===== config.mk =====
export PLATFORM = sky130hd
export DESIGN_NAME = seq_chunk_adder_flat
export DESIGN_NICKNAME = d
export VERILOG_FILES = /design/src/rtl/seq_chunk_adder_if.sv /design/src/rtl/seq_chunk_adder.sv /design/src/flat_wrapper.sv
export SDC_FILE = /design/constraint.sdc
export NUM_CORES = 1
export LEC_CHECK = 0
export BUFFER_PORTS_ARGS = -buffer_cell sky130_fd_sc_hd__buf_2
export CORE_MARGIN = 2
export CORE_UTILIZATION = 61
export DETAILED_ROUTE_END_ITERATION = 12
export PLACE_DENSITY = 0.86
export SLEW_MARGIN = 10
export SYNTH_ARGS = -nofsm -noshare
export SYNTH_HDL_FRONTEND = slang
export SYNTH_SLANG_ARGS = --single-unit

===== constraint.sdc =====
create_clock -name clk -period 5.1 [get_ports clk]
set_input_delay 1.02 -clock clk [delete_from_list [all_inputs] [get_ports clk]]
set_output_delay 1.02 -clock clk [all_outputs]
set_load 0.02 [all_outputs]

===== src/rtl/seq_chunk_adder_if.sv =====
// Operand/result handshake bundle for seq_chunk_adder.
// master drives operands and out_ready; slave is the adder.
interface seq_chunk_adder_if #(
   parameter int unsigned WIDTH = 32
);
   logic             in_valid;
   logic             in_ready;
   logic [WIDTH-1:0] a;
   logic [WIDTH-1:0] b;
   logic             cin;
   logic             sub;
   logic             out_valid;
   logic             out_ready;
   logic [WIDTH-1:0] sum;
   logic             cout;
   logic             ovf;

   modport master (
      output in_valid, a, b, cin, sub, out_ready,
      input  in_ready, out_valid, sum, cout, ovf
   );

   modport slave (
      input  in_valid, a, b, cin, sub, out_ready,
      output in_ready, out_valid, sum, cout, ovf
   );
endinterface


===== src/rtl/seq_chunk_adder.sv =====
// Multi-cycle adder/subtractor: one CHUNK-bit slice per clock, carry held in a register.
// Operands shift right each cycle so the slice always reads the low chunk.
module seq_chunk_adder #(
   parameter int unsigned WIDTH = 32,
   parameter int unsigned CHUNK = 8
) (
   input  logic             clk,
   input  logic             rst_n,
   seq_chunk_adder_if.slave bus
);
   localparam int unsigned NCH  = WIDTH / CHUNK;
   localparam int unsigned IDXW = (NCH > 1) ? $clog2(NCH) : 1;
   localparam logic [IDXW-1:0] LAST_IDX = IDXW'(NCH - 1);

   typedef enum logic [1:0] {
      S_IDLE = 2'd0,
      S_RUN  = 2'd1,
      S_DONE = 2'd2
   } state_t;

   state_t           r_state;
   state_t           w_state_nxt;
   logic [IDXW-1:0]  r_idx;
   logic             r_carry;
   logic [WIDTH-1:0] r_a;
   logic [WIDTH-1:0] r_b;
   logic [WIDTH-1:0] r_work;
   logic [WIDTH-1:0] r_sum;
   logic             r_cout;
   logic             r_ovf;
   logic             r_out_valid;
   logic             r_in_ready;

   logic [CHUNK:0]   w_chunk_sum;
   logic [WIDTH-1:0] w_work_nxt;
   logic             w_ovf;
   logic             w_last;
   logic             w_accept;
   logic             w_step;
   logic             w_finish;

   // Slice adder on the low chunk; the finished chunk enters the working result from the top
   assign w_chunk_sum = (CHUNK+1)'(r_a[CHUNK-1:0]) + (CHUNK+1)'(r_b[CHUNK-1:0])
                      + (CHUNK+1)'(r_carry);
   assign w_work_nxt  = WIDTH'({w_chunk_sum[CHUNK-1:0], r_work} >> CHUNK);
   assign w_last      = (r_idx == LAST_IDX);
   // On the last chunk the low slice of the operand registers holds the original MSBs
   assign w_ovf       = (r_a[CHUNK-1] == r_b[CHUNK-1]) & (w_chunk_sum[CHUNK-1] != r_a[CHUNK-1]);

   always_ff @(posedge clk or negedge rst_n) begin
      if (!rst_n) r_state <= S_IDLE;
      else        r_state <= w_state_nxt;
   end

   always_comb begin
      w_state_nxt = r_state;
      case (r_state)
         S_IDLE:  if (bus.in_valid)  w_state_nxt = S_RUN;
         S_RUN:   if (w_last)        w_state_nxt = S_DONE;
         S_DONE:  if (bus.out_ready) w_state_nxt = S_IDLE;
         default: w_state_nxt = S_IDLE;
      endcase
   end

   always_comb begin
      w_accept = 1'b0;
      w_step   = 1'b0;
      w_finish = 1'b0;
      case (r_state)
         S_IDLE:  w_accept = bus.in_valid;
         S_RUN: begin
            w_step   = 1'b1;
            w_finish = w_last;
         end
         default: ;
      endcase
   end

   always_ff @(posedge clk or negedge rst_n) begin
      if (!rst_n) begin
         r_idx       <= '0;
         r_carry     <= 1'b0;
         r_a         <= '0;
         r_b         <= '0;
         r_work      <= '0;
         r_sum       <= '0;
         r_cout      <= 1'b0;
         r_ovf       <= 1'b0;
         r_out_valid <= 1'b0;
         r_in_ready  <= 1'b1;
      end else begin
         r_in_ready  <= (w_state_nxt == S_IDLE);
         r_out_valid <= (w_state_nxt == S_DONE);
         if (w_accept) begin
            r_a     <= bus.a;
            r_b     <= bus.sub ? ~bus.b : bus.b;
            r_carry <= bus.sub | bus.cin;
            r_idx   <= '0;
            r_work  <= '0;
         end else if (w_step) begin
            r_a     <= r_a >> CHUNK;
            r_b     <= r_b >> CHUNK;
            r_carry <= w_chunk_sum[CHUNK];
            r_idx   <= r_idx + IDXW'(1);
            r_work  <= w_work_nxt;
         end
         if (w_finish) begin
            r_sum  <= w_work_nxt;
            r_cout <= w_chunk_sum[CHUNK];
            r_ovf  <= w_ovf;
         end
      end
   end

   assign bus.in_ready  = r_in_ready;
   assign bus.out_valid = r_out_valid;
   assign bus.sum       = r_sum;
   assign bus.cout      = r_cout;
   assign bus.ovf       = r_ovf;
endmodule


===== src/flat_wrapper.sv =====
// flat-port wrapper written by rule: the top's interface ports become plain ports
module seq_chunk_adder_flat 
#(
   parameter int unsigned WIDTH = 32,
   parameter int unsigned CHUNK = 8
)
  (clk, rst_n, bus_in_valid, bus_a, bus_b, bus_cin, bus_sub, bus_out_ready, bus_in_ready, bus_out_valid, bus_sum, bus_cout, bus_ovf);
  seq_chunk_adder_if #(.WIDTH(WIDTH)) bus_i ();
  input  logic clk;
  input  logic rst_n;
  input wire logic [$bits(bus_i.in_valid)-1:0] bus_in_valid;
  input wire logic [$bits(bus_i.a)-1:0] bus_a;
  input wire logic [$bits(bus_i.b)-1:0] bus_b;
  input wire logic [$bits(bus_i.cin)-1:0] bus_cin;
  input wire logic [$bits(bus_i.sub)-1:0] bus_sub;
  input wire logic [$bits(bus_i.out_ready)-1:0] bus_out_ready;
  output wire logic [$bits(bus_i.in_ready)-1:0] bus_in_ready;
  output wire logic [$bits(bus_i.out_valid)-1:0] bus_out_valid;
  output wire logic [$bits(bus_i.sum)-1:0] bus_sum;
  output wire logic [$bits(bus_i.cout)-1:0] bus_cout;
  output wire logic [$bits(bus_i.ovf)-1:0] bus_ovf;
  assign bus_i.in_valid = bus_in_valid;
  assign bus_i.a = bus_a;
  assign bus_i.b = bus_b;
  assign bus_i.cin = bus_cin;
  assign bus_i.sub = bus_sub;
  assign bus_i.out_ready = bus_out_ready;
  assign bus_in_ready = bus_i.in_ready;
  assign bus_out_valid = bus_i.out_valid;
  assign bus_sum = bus_i.sum;
  assign bus_cout = bus_i.cout;
  assign bus_ovf = bus_i.ovf;
  seq_chunk_adder #(.WIDTH(WIDTH), .CHUNK(CHUNK)) u_core (.clk(clk), .rst_n(rst_n), .bus(bus_i));
endmodule

# Word-level counts from Yosys, hierarchy flattened
# Cells that the tools add are included.
# op_classes
add_sub_neg	3
multipliers	0
n_div	0
magnitude_cmp	0
eq_ne	6
shift	0
mux	18
bitwise	3
reduce_logical	3
# op_table
cell	count
2-to-1 mux 32 bit	7
inverter 32 bit	1
2-to-1 mux 2 bit	5
adder 8 x 8 -> 9 bit	1
adder 9 x 1 -> 9 bit	1
== test 2 bit, second input constant	3
case mux 2 bit (3 select lines)	1
2-to-1 mux 1 bit	5
zero test 2 bit	2
adder 2 x 1 -> 2 bit, second input constant	1
== test 2 x 1 -> 1 bit, second input constant	1
nonzero test 2 bit	1
bitwise AND 1 bit	1
== test 1 bit	1
inequality test 1 bit	1
bitwise OR 1 bit	1
# word_totals
reg_bits	137
latchBits	0
ramBits	0
rom_bits	0
input_bits	70
wordCells	44
memories	0

# Depth between registers and ports, before layout
# logic_depth
depth_word	4
depth_mapped	6
depth_no_buf	6

# Least setup slack after synthesis
# No wires, ideal clock.
# synth_path
path_type	register to register
from	register u_core.r_b[0]
to	register u_core.r_carry
setup_ns	0.121
arrival_time_ns	2.153
t_required_ns	4.979
setup_slack_ns	2.826
path_stages_with_launch	7
path_buffers	0
cell_sequence	dfrtp_1 fa_1 fa_1 a211oi_1 o21ai_1 a311o_1 a22o_1
# synth_between
elab_chain_len	4
# synth_rtl
item	line	text
from (decl)	seq_chunk_adder.sv:26	logic [WIDTH-1:0] r_b;
from (signal assigned)	seq_chunk_adder.sv:96	r_b <= bus.sub ? ~bus.b : bus.b;
from (signal assigned)	seq_chunk_adder.sv:102	r_b <= r_b >> CHUNK;
adder 8 x 8 -> 9 bit	seq_chunk_adder.sv:43	assign w_chunk_sum = (CHUNK+1)'(r_a[CHUNK-1:0]) + (CHUNK+1)'(r_b[CHUNK-1:0])
adder 9 x 1 -> 9 bit	seq_chunk_adder.sv:44	+ (CHUNK+1)'(r_carry);
2-to-1 mux 1 bit	seq_chunk_adder.sv:100	end else if (w_step) begin
2-to-1 mux 1 bit	seq_chunk_adder.sv:94	if (w_accept) begin
to (signal assigned)	seq_chunk_adder.sv:97	r_carry <= bus.sub | bus.cin;
to (signal assigned)	seq_chunk_adder.sv:103	r_carry <= w_chunk_sum[CHUNK];
to (decl)	seq_chunk_adder.sv:24	logic r_carry;
# No other way between the ends. The select of a mux whose other input is x is not followed.
# A chain may end at the register's enable or synchronous reset.

# Worst setup path in the final report
# Ends and elaborated chain as after synthesis.

==> results.py <==
metrics = {
    "timing": {
        "hold_viol": 0,
        "finalSetupTns_ns": 0,
        "fin_crit_sh_pct": 49.8,
        "clock_skew_ns": 0.00777,
        "rsz0062_at_grt": "false",
        "fin_crit_ns": 2.54,
        "finalWorstSetupSlack_ns": 2.56,
        "drv_slew": 0,
        "fmax_mhz": 394,
        "finalSetupViolations": 0,
        "tightest_slew_ns": 1.09,
        "timing.slew.headroom_pct": 27.3,
    },
    "floorplan": {
        "pin_count": 106,
        "core_area_mm2": 0.00982,
        "die_h_um": 105,
        "die-area_mm2": 0.0110,
        "start_util_pct": 63.2,
        "num_rows": 36,
        "die_w_um": 105,
    },
    "run_status": {
        "status": "finished clean",
    },
    "clock_network": {
        "post_cts_buffers": 0,
        "cts.sink_count": 129,
        "path_clk_slew_ns": 0.06,
        "cts_buffers": 17,
        "cts_tree": "built",
        "cts-resized-gates": 0,
        "clock_latency_ns": 0.52,
        "clk_path_buf_depth": 2,
        "cts_max_level": 4,
        "cts_root_buffer": "clkbuf_8",
        "ctsHoldBuffers": 0,
    },
    "grt": {
        "grt_pass1_vias": 4763,
        "grt_pass1_wl_mm": 24.2,
        "grt.total_usage_pct": 27.9,
        "grt_max_degree": 72,
        "grt_overflow": 0,
        "antenna_found_initial": 0,
    },
    "detailed_routing": {
        "first_pass_iters": 6,
        "drt_wl_total_mm": 14.7,
        "drt_iter0_drc": 465,
        "wl_per_cell_um": 18.8,
        "drc": 0,
        "vias_per_cell": 6.15,
        "dr_total_vias": 4812,
        "antenna_left": 0,
    },
    "place": {
        "pre_cts_slack_ns": 2.18,
        "dp.final_hpwl_mm": 9.18,
        "gp_congestion": 0.852,
        "port_buffers": 105,
    },
    "power": {
        "ir_drop_mv": 0.350,
        "finalPower_uw": 4650,
        "power_density_mw_per_mm2": 639,
        "p_leak_uw": 0.00351,
    },
    "synthesis": {
        "postSynthAreaPerCell_um2": 11.2,
        "yosysSeqAreaShare_pct": 52.0,
        "ys_seq_elements": 129,
        "synth_cells": 552,
        "synthDistinctLibCells": 39,
        "synth_area_leaders": "dfrtp_1, a22oi_1, a22o_1",
        "synthArstFlopShare_pct": 100,
        "synth_most_common_cell": "dfrtp_1",
        "synth.largest_area_cell": "dfrtp_1",
        "synth-main-ff-cell": "dfrtp_1",
        "synth-edff-count": 0,
        "yosys-top-cells-count": "dfrtp_1, o21ai_0, a21oi_1",
        "synth.net_count": 632,
        "synth_top_area_share_pct": 51.6,
        "netlist_area_mm2": 0.00621,
        "ys_warn_count": 0,
    },
    "setup_path": {
        "critPathKind": "flip-flop to flip-flop",
        "cp.required_ns": 5.50,
        "cp_num_buf_inv": 0,
        "endpoint_kind": "flip-flop",
        "cp_top_family": "compound AO/OA/AOI/OAI gates",
        "cp.arrival_ns": 2.94,
        "path_common_cell": "fa_1",
        "path_cells": "fa_1 > fa_1 > a211oi_1 > o21ai_1 > a311o_1 > a22o_1",
        "critPathMaxStageDelay_ns": 0.51,
        "critPathSlowestCell": "fa_1",
        "worstPathMaxFanout": 3,
        "cp-start-kind": "flip-flop",
    },
    "finish": {
        "finalNetCount": 716,
        "fill_cells": 680,
        "final_util_pct": 74.1,
        "syn_to_final_growth_pct": 17.3,
        "final_layout_size_suffix_gt1_share_pct": 27.1,
        "diodes": 0,
    },
    "min_path": {
        "hold_class": "input pin to async pin",
    },
    "job": {
        "maxCapViolations": 0,
    },
}
[layout make-up]
type	count	area, um^2	share of cell area, %
clock buffer	17	414	5.69
tap	133	166	2.29
clock inverter	15	135	1.86
inverter	1	3.75	0.0516
timing repair buffer	110	569	7.82
sequential	129	3230	44.4
multi-input combinational	377	2760	37.9
[metal layers]
layer	part of all wire, %	up-vias	global-route usage (%)	wire [um]
met5	0	-	0	0
met4	2.5	0	10.9	363
met3	5.7	35	5.74	836
met2	50	238	45.4	7410
met1	41	2366	37.1	6100
li1	-	2173	-	-
[placed cells by master (no fill, tap or decap), types with 2 or more instances in the layout]
cell,instances
clkinvlp_4,2
clkinv_4,4
a211oi_1,2
clkbuf_16,16
fa_1,2
ha_1,8
nand2_1,20
a22oi_1,49
buf_4,5
a21oi_1,54
clkinv_2,4
o21ai_0,62
a21o_1,3
xnor2_1,3
mux2_4,20
o211ai_1,5
a22o_1,36
dfrtp_1,127
nor2b_4,2
nor2_1,6
mux2_2,7
inv_6,4
buf_2,104
xor2_1,34
nor2b_1,49
[where the power goes]
group	leakage, uW	total [uW]	switching [uW]	internal, uW
Sequential	0.00168	1810	368	1440
Combinational	0.00156	1720	986	737
Clock	0.000269	1130	475	650
[cell families (layout without fill, tap and decap cells)]
logic type	Yosys count	count (layout)	share of synthesized area, %
flip-flops	129	129	52.0
AND/OR/NAND/NOR	81	81	7.48
AO/OA/AOI/OAI	221	221	23.0
adder cells (fa/ha/maj)	10	10	2.26
multiplexers	28	28	6.29
XOR/XNOR	37	37	5.22
buffers and inverters	46	143	3.77
[through the flow]
stage / hold WS, ns / std cells / cell area (um^2)
finish: 0.486 / 782 / 7280
global route: 0.516 / 782 / 7280
CTS: 0.495 / 782 / 7280
detailed placement: 0.482 / 750 / 6730
global placement: 0.462 / 750 / 6730
floorplan: 0.466 / 552 / 6210
[worst reg2reg max path: stages (launching register included)]
cell and delay, ns:
dfrtp_1 0.42, fa_1 0.52, fa_1 0.46, a211oi_1 0.29, o21ai_1 0.17, a311o_1 0.39, a22o_1 0.18
[path summary, 6_finish.rpt]
path | from | endpoint | slack [ns] | cells past startpoint
worst max-delay path | u_core.r_b[0] | u_core.r_carry | 2.56 | 6
worst max register to register | u_core.r_b[0] | u_core.r_carry | 2.56 | 6
worst min-delay path | rst_n | u_core.r_work[11] | 0.49 | 1
max in group asynchronous | rst_n | u_core.r_work[29] | 3.40 | 2
min in group clk | u_core.bus.sum[26] | u_core.bus.sum[26] | 0.49 | 2
worst min register to register | u_core.bus.sum[26] | u_core.bus.sum[26] | 0.49 | 2
[state kept, by name, summed over array words and instances, names as in the netlist]
signal                cells
u_core.bus.sum           32
u_core.r_carry            1
u_core.r_idx              2
u_core.bus.ovf            1
u_core.bus.out_valid      1
u_core.r_state            2
u_core.r_work            24
u_core.bus.in_ready       1
u_core.r_b               32
u_core.bus.cout           1
u_core.r_a               32
Power figures use the tool's default switching activity.
